<file path="src/rtl/input_mem_sequencer.sv">
// Sequencer for the single-port input value memory: loads one frame of bin values,
// then scans it out in address order with the neuron index attached.
module input_mem_sequencer #(
    parameter int INPUT_NEURON_NUM = 1023,
    parameter int ADDR_W           = 10,
    parameter int DATA_W           = 8
) (
    input  logic              clk,
    input  logic              rst_n,
    input  logic              load_start,
    input  logic              scan_start,
    input  logic              abort,
    input  logic              in_valid,
    input  logic [DATA_W-1:0] in_data,
    output logic              in_ready,
    output logic              mem_wr_en,
    output logic [ADDR_W-1:0] mem_addr_in,
    output logic [DATA_W-1:0] mem_data_in,
    output logic [ADDR_W-1:0] mem_addr_out,
    input  logic [DATA_W-1:0] mem_data_out,
    output logic              out_valid,
    input  logic              out_ready,
    output logic [DATA_W-1:0] out_data,
    output logic [ADDR_W-1:0] out_index,
    output logic              loaded,
    output logic              busy,
    output logic              scan_done
);

    typedef enum logic [1:0] {
        IDLE,
        LOAD,
        LOADED,
        SCAN
    } state_t;

    localparam logic [ADDR_W-1:0] LAST = ADDR_W'(INPUT_NEURON_NUM - 1);

    state_t            state, state_d;
    logic [ADDR_W-1:0] wr_ptr, wr_ptr_d;
    logic [ADDR_W-1:0] rd_ptr, rd_ptr_d;
    logic [ADDR_W-1:0] index_d;
    logic              rd_pending, rd_pending_d;
    logic              valid_d, loaded_d, done_d;
    logic              accept, issue, out_acc;

    always_ff @(posedge clk or negedge rst_n) begin
        if (!rst_n) begin
            state      <= IDLE;
            wr_ptr     <= '0;
            rd_ptr     <= '0;
            rd_pending <= 1'b0;
            out_valid  <= 1'b0;
            out_index  <= '0;
            loaded     <= 1'b0;
            scan_done  <= 1'b0;
        end else begin
            state      <= state_d;
            wr_ptr     <= wr_ptr_d;
            rd_ptr     <= rd_ptr_d;
            rd_pending <= rd_pending_d;
            out_valid  <= valid_d;
            out_index  <= index_d;
            loaded     <= loaded_d;
            scan_done  <= done_d;
        end
    end

    always_comb begin
        accept  = (state == LOAD) && in_valid;
        issue   = (state == SCAN) && rd_pending && (!out_valid || out_ready);
        out_acc = out_valid && out_ready;

        in_ready    = (state == LOAD);
        busy        = (state == LOAD) || (state == SCAN);
        mem_wr_en   = accept;
        mem_addr_in = accept ? wr_ptr : '0;
        mem_data_in = accept ? in_data : '0;
        // A stalled output re-reads its own address so the registered read data stays put.
        mem_addr_out = (state == SCAN) ? (issue ? rd_ptr : out_index) : '0;
        out_data     = out_valid ? mem_data_out : '0;

        state_d      = state;
        wr_ptr_d     = wr_ptr;
        rd_ptr_d     = rd_ptr;
        rd_pending_d = rd_pending;
        valid_d      = out_valid;
        index_d      = out_index;
        loaded_d     = loaded;
        done_d       = 1'b0;

        if (abort) begin
            state_d      = IDLE;
            wr_ptr_d     = '0;
            rd_ptr_d     = '0;
            rd_pending_d = 1'b0;
            valid_d      = 1'b0;
            index_d      = '0;
            loaded_d     = 1'b0;
        end else begin
            case (state)
                IDLE: begin
                    if (load_start) begin
                        state_d  = LOAD;
                        wr_ptr_d = '0;
                    end
                end
                LOAD: begin
                    if (accept) begin
                        if (wr_ptr == LAST) begin
                            state_d  = LOADED;
                            loaded_d = 1'b1;
                            wr_ptr_d = '0;
                        end else begin
                            wr_ptr_d = wr_ptr + ADDR_W'(1);
                        end
                    end
                end
                LOADED: begin
                    if (load_start) begin
                        state_d  = LOAD;
                        loaded_d = 1'b0;
                        wr_ptr_d = '0;
                    end else if (scan_start) begin
                        state_d      = SCAN;
                        rd_ptr_d     = '0;
                        rd_pending_d = 1'b1;
                    end
                end
                SCAN: begin
                    if (issue) begin
                        valid_d = 1'b1;
                        index_d = rd_ptr;
                        if (rd_ptr == LAST) begin
                            rd_pending_d = 1'b0;
                        end else begin
                            rd_ptr_d = rd_ptr + ADDR_W'(1);
                        end
                    end else if (out_acc) begin
                        // Only the final index can be accepted without a follow-on issue.
                        valid_d = 1'b0;
                        if (out_index == LAST) begin
                            done_d   = 1'b1;
                            state_d  = LOADED;
                            rd_ptr_d = '0;
                        end
                    end
                end
                default: state_d = IDLE;
            endcase
        end
    end

endmodule

</file>
<file path="config.mk">
export PLATFORM = sky130hd
export DESIGN_NAME = input_mem_sequencer
export DESIGN_NICKNAME = d
export VERILOG_FILES = /design/src/rtl/input_mem_sequencer.sv
export SDC_FILE = /design/constraint.sdc
export NUM_CORES = 1
export LEC_CHECK = 0
export BUFFER_PORTS_ARGS = -buffer_cell sky130_fd_sc_hd__buf_4
export CAP_MARGIN = 30
export CORE_ASPECT_RATIO = 0.6
export CORE_MARGIN = 4
export CORE_UTILIZATION = 45
export DETAILED_ROUTE_END_ITERATION = 10
export PLACE_DENSITY = 0.72
export SYNTH_ARGS = -nofsm -noshare
export SYNTH_HDL_FRONTEND = slang
export SYNTH_SLANG_ARGS = --single-unit
</file>
<file path="constraint.sdc">
create_clock -name clk -period 4.3 [get_ports clk]
set_clock_uncertainty 0.2 [all_clocks]
set_input_delay 0.645 -clock clk [delete_from_list [all_inputs] [get_ports clk]]
set_output_delay 0.645 -clock clk [all_outputs]
set_load 0.005 [all_outputs]
</file>
==> run_results.csv <==
group,metric,value,unit
yosys,synthArstFlopShare,1.000,
cts,cts_root_buf,"sky130_fd_sc_hd__clkbuf_8",
critical_path,reg2reg_to,"rd_ptr[2]",
layout,multi_input_gate_area,0.001262,mm^2
cts,tritoncts,"done",
critical_path,setup_slack_reg_to_reg,1.69,ns
critical_path,cp.arrival,2.08,ns
yosys,syn_area,0.002286,mm^2
sta,report.final.hold_viol_count,0,
detailed_routing,drt.antenna.violating_nets,0,
critical_path,worst-endpoint-required,3.45,ns
cts,cts.path.max_buffers,2,
yosys,ys_ff_latch,36,
global_routing,grt_max_degree,37,
die,coreArea,0.004731,mm^2
detailed_routing,drt_first_pass_iters,5,
detailed_routing,detail_route.iter0.violations,191,
power,vdd_drop_max,0.1900,mV
global_routing,grt_overflow_total,0,
die,total_die_area,0.006322,mm^2
critical_path,worstSetupEndpointType,"output pin",
global_routing,grt_first_pass_wirelength,10.29,mm
die,io_pins,75,
global_routing,vias_in_the_first_global_route,2081,
sta,final-setup-viol-count,0,
cts,htree_levels,2,
sta,worstMarginPinSlew,0.7936,ns
critical_path,worst_flop_to_flop_path_startpoint,"out_valid",
power,powerDensity,229.9,mW/mm^2
sta,setup_ws,1.377,ns
critical_path,timing_worst_setup_path_type,"flop to output pin",
layout,layout_commonest_cell,"sky130_fd_sc_hd__buf_4",
die,start_util,0.4832,
die,placement_rows,19,
detailed_routing,vias,2362,
cts,cts_inserted_buffers,5,
detailed_routing,detail_route.drc_violations,0,
sta,layout_worst_path_cycle_share,0.6797,
sta,period_needed,2.923,ns
hold_path,holdCritPathClass,"primary input to async pin",
cts,cts.repair.resized,0,
place,place_ws,1.443,ns
sta,rsz0062_at_grt,"false",
yosys,top_ff_cell_synth,"sky130_fd_sc_hd__dfrtp_1",
yosys,gate_count_of_the_mapped_netlist,277,
layout,antenna_cells,0,
power,leakage,1.372,nW
layout,drive_gt1_frac,0.2632,
place,place.gp.congestion,0.9176,
place,io_buffers,74,
cts,worst_skew_pair_latency,0.29,ns
critical_path,r2r.worst_path.cells,5,
cts,cts_post_setup_buffers_inserted,0,
layout,ff_latch_area,900.9,um^2
global_routing,initial_antenna_violation_count,0,
cts,worst_setup_hold_path_clk_slew,0.07,ns
detailed_routing,viasPerCell,5.832,
detailed_routing,routed_wire_length_per_instance,15.92,um
layout,layout.nets,369,
run_status,run_status,"finished clean",
die,die_y,63.21,um
layout,num-fill-cells,418,
global_routing,gr-usage-all-layers,0.2002,
yosys,avg_inst_size_synth,8.252,um^2
layout,layout_common_cells,"75 x sky130_fd_sc_hd__buf_4, 36 x sky130_fd_sc_hd__dfrtp_1, 28 x sky130_fd_sc_hd__o21ai_0",
detailed_routing,route.final.wire_length,6.447,mm
layout,area_delta_synth_final,28.08,%
yosys,synth_seq_area_share,0.3941,
sta,fmaxAchievable,342.2,MHz
yosys,synth_nets,304,
sta,maxSlewHeadroom,0.4694,
sta,fin_setup_tns,0,ns
cts,cts.hold.buffers_added,0,
yosys,synth_warnings,0,
yosys,synth_enable_flop_cells,0,
critical_path,critical_path_peak_fanout,14,
critical_path,startpoint_type,"flop",
yosys,yosys.cell_types.count,41,
sta,slew_viol_final,0,
place,hpwlAfterDp,4.766,mm
cts,cts_sinks,36,
die,dieWidth,100.0,um
run,drv_cap,0,
-- metrics by stage --
| stage | cells | area (um^2) | power, mW | utilization | hold slack [ns] |
|---|---|---|---|---|---|
| 2_1_floorplan | 277 | 2286 | 0.3829 | - | 0.1494 |
| 3_3_place_gp | 398 | 2831 | 0.4158 | 0.5985 | 0.3002 |
| 3_5_place_dp | 398 | 2831 | 0.4164 | 0.5985 | 0.3060 |
| 4_1_cts | 405 | 2928 | 0.6765 | 0.6189 | 0.1165 |
| 5_1_grt | 405 | 2928 | 0.7018 | 0.6189 | 0.1453 |
| 6_report | 405 | 2928 | 0.6731 | 0.6189 | 0.1103 |
-- worst max-delay path: stages, from the launching register on --
cell                       delay [ns]
sky130_fd_sc_hd__dfrtp_1         0.51
sky130_fd_sc_hd__nand2b_1        0.34
sky130_fd_sc_hd__nand2_1         0.48
sky130_fd_sc_hd__nand2_1         0.10
sky130_fd_sc_hd__a21oi_1         0.20
sky130_fd_sc_hd__buf_4           0.15
-- sequential cells by signal (all words and copies together), names as in the netlist --
name	flops
state	2
rd_pending	1
wr_ptr	10
rd_ptr	10
out_valid	1
scan_done	1
out_index	10
loaded	1
-- cell type report --
cell class,instances,share of cell area
tap,63,0.02692
inverter,7,0.008974
sequential,36,0.3077
multi-input combinational,217,0.4312
timing repair buffer,75,0.1923
clock buffer,7,0.03291
-- worst max path at each step --
stage,slack (ns),end,startpoint
2_1_floorplan,1.99,mem_addr_out[0],out_ready
3_3_place_gp,1.50,mem_addr_out[1],out_ready
3_5_place_dp,1.44,mem_addr_out[1],out_ready
4_1_cts,1.40,mem_addr_out[1],out_valid
5_1_grt,1.19,mem_addr_out[1],out_valid
6_report,1.38,mem_addr_out[1],out_valid
-- cells in the mapped netlist (5+ instances only) --
| cell type | number | area share |
|---|---|---|
| sky130_fd_sc_hd__a21oi_1 | 23 | 0.050 |
| sky130_fd_sc_hd__a31oi_1 | 6 | 0.016 |
| sky130_fd_sc_hd__and2_1 | 26 | 0.071 |
| sky130_fd_sc_hd__and3_1 | 6 | 0.016 |
| sky130_fd_sc_hd__buf_2 | 5 | 0.011 |
| sky130_fd_sc_hd__clkbuf_1 | 8 | 0.013 |
| sky130_fd_sc_hd__dfrtp_1 | 36 | 0.39 |
| sky130_fd_sc_hd__inv_1 | 6 | 0.0099 |
| sky130_fd_sc_hd__mux2i_1 | 6 | 0.026 |
| sky130_fd_sc_hd__nand2_1 | 25 | 0.041 |
| sky130_fd_sc_hd__nand3_1 | 18 | 0.039 |
| sky130_fd_sc_hd__nand4_1 | 8 | 0.022 |
| sky130_fd_sc_hd__nor2_1 | 24 | 0.039 |
| sky130_fd_sc_hd__o21ai_0 | 28 | 0.061 |
| sky130_fd_sc_hd__o31ai_1 | 8 | 0.026 |
-- power by group --
| group | leakage (nW) | switching [mW] | internal [mW] |
|---|---|---|---|
| registers | 0.500 | 0.00798 | 0.341 |
| logic | 0.822 | 0.0320 | 0.0290 |
| clock network | 0.0503 | 0.121 | 0.143 |
-- cells by family (layout without fill, tap and decap cells) --
kind of cell             count (synthesis)  count (layout)  synth area share
AO/OA/AOI/OAI                           71              71            0.1834
adder cells (fa/ha/maj)                  4               4           0.02189
multiplexers                             6               6           0.02627
flip-flops                              36              36            0.3941
buffers and inverters                   24              89           0.05363
AND/OR/NAND/NOR                        136             136            0.3208
-- routing by layer --
layer | up-vias | track usage | share of wire
li1 | 1103 | - | -
met3 | 4 | 0.06064 | 0.13
met4 | 0 | 0.04202 | 0.0051
met5 | - | 0 | 0
met1 | 1118 | 0.3065 | 0.45
met2 | 137 | 0.2749 | 0.42
No activity file was read; power rests on OpenSTA's default activity.
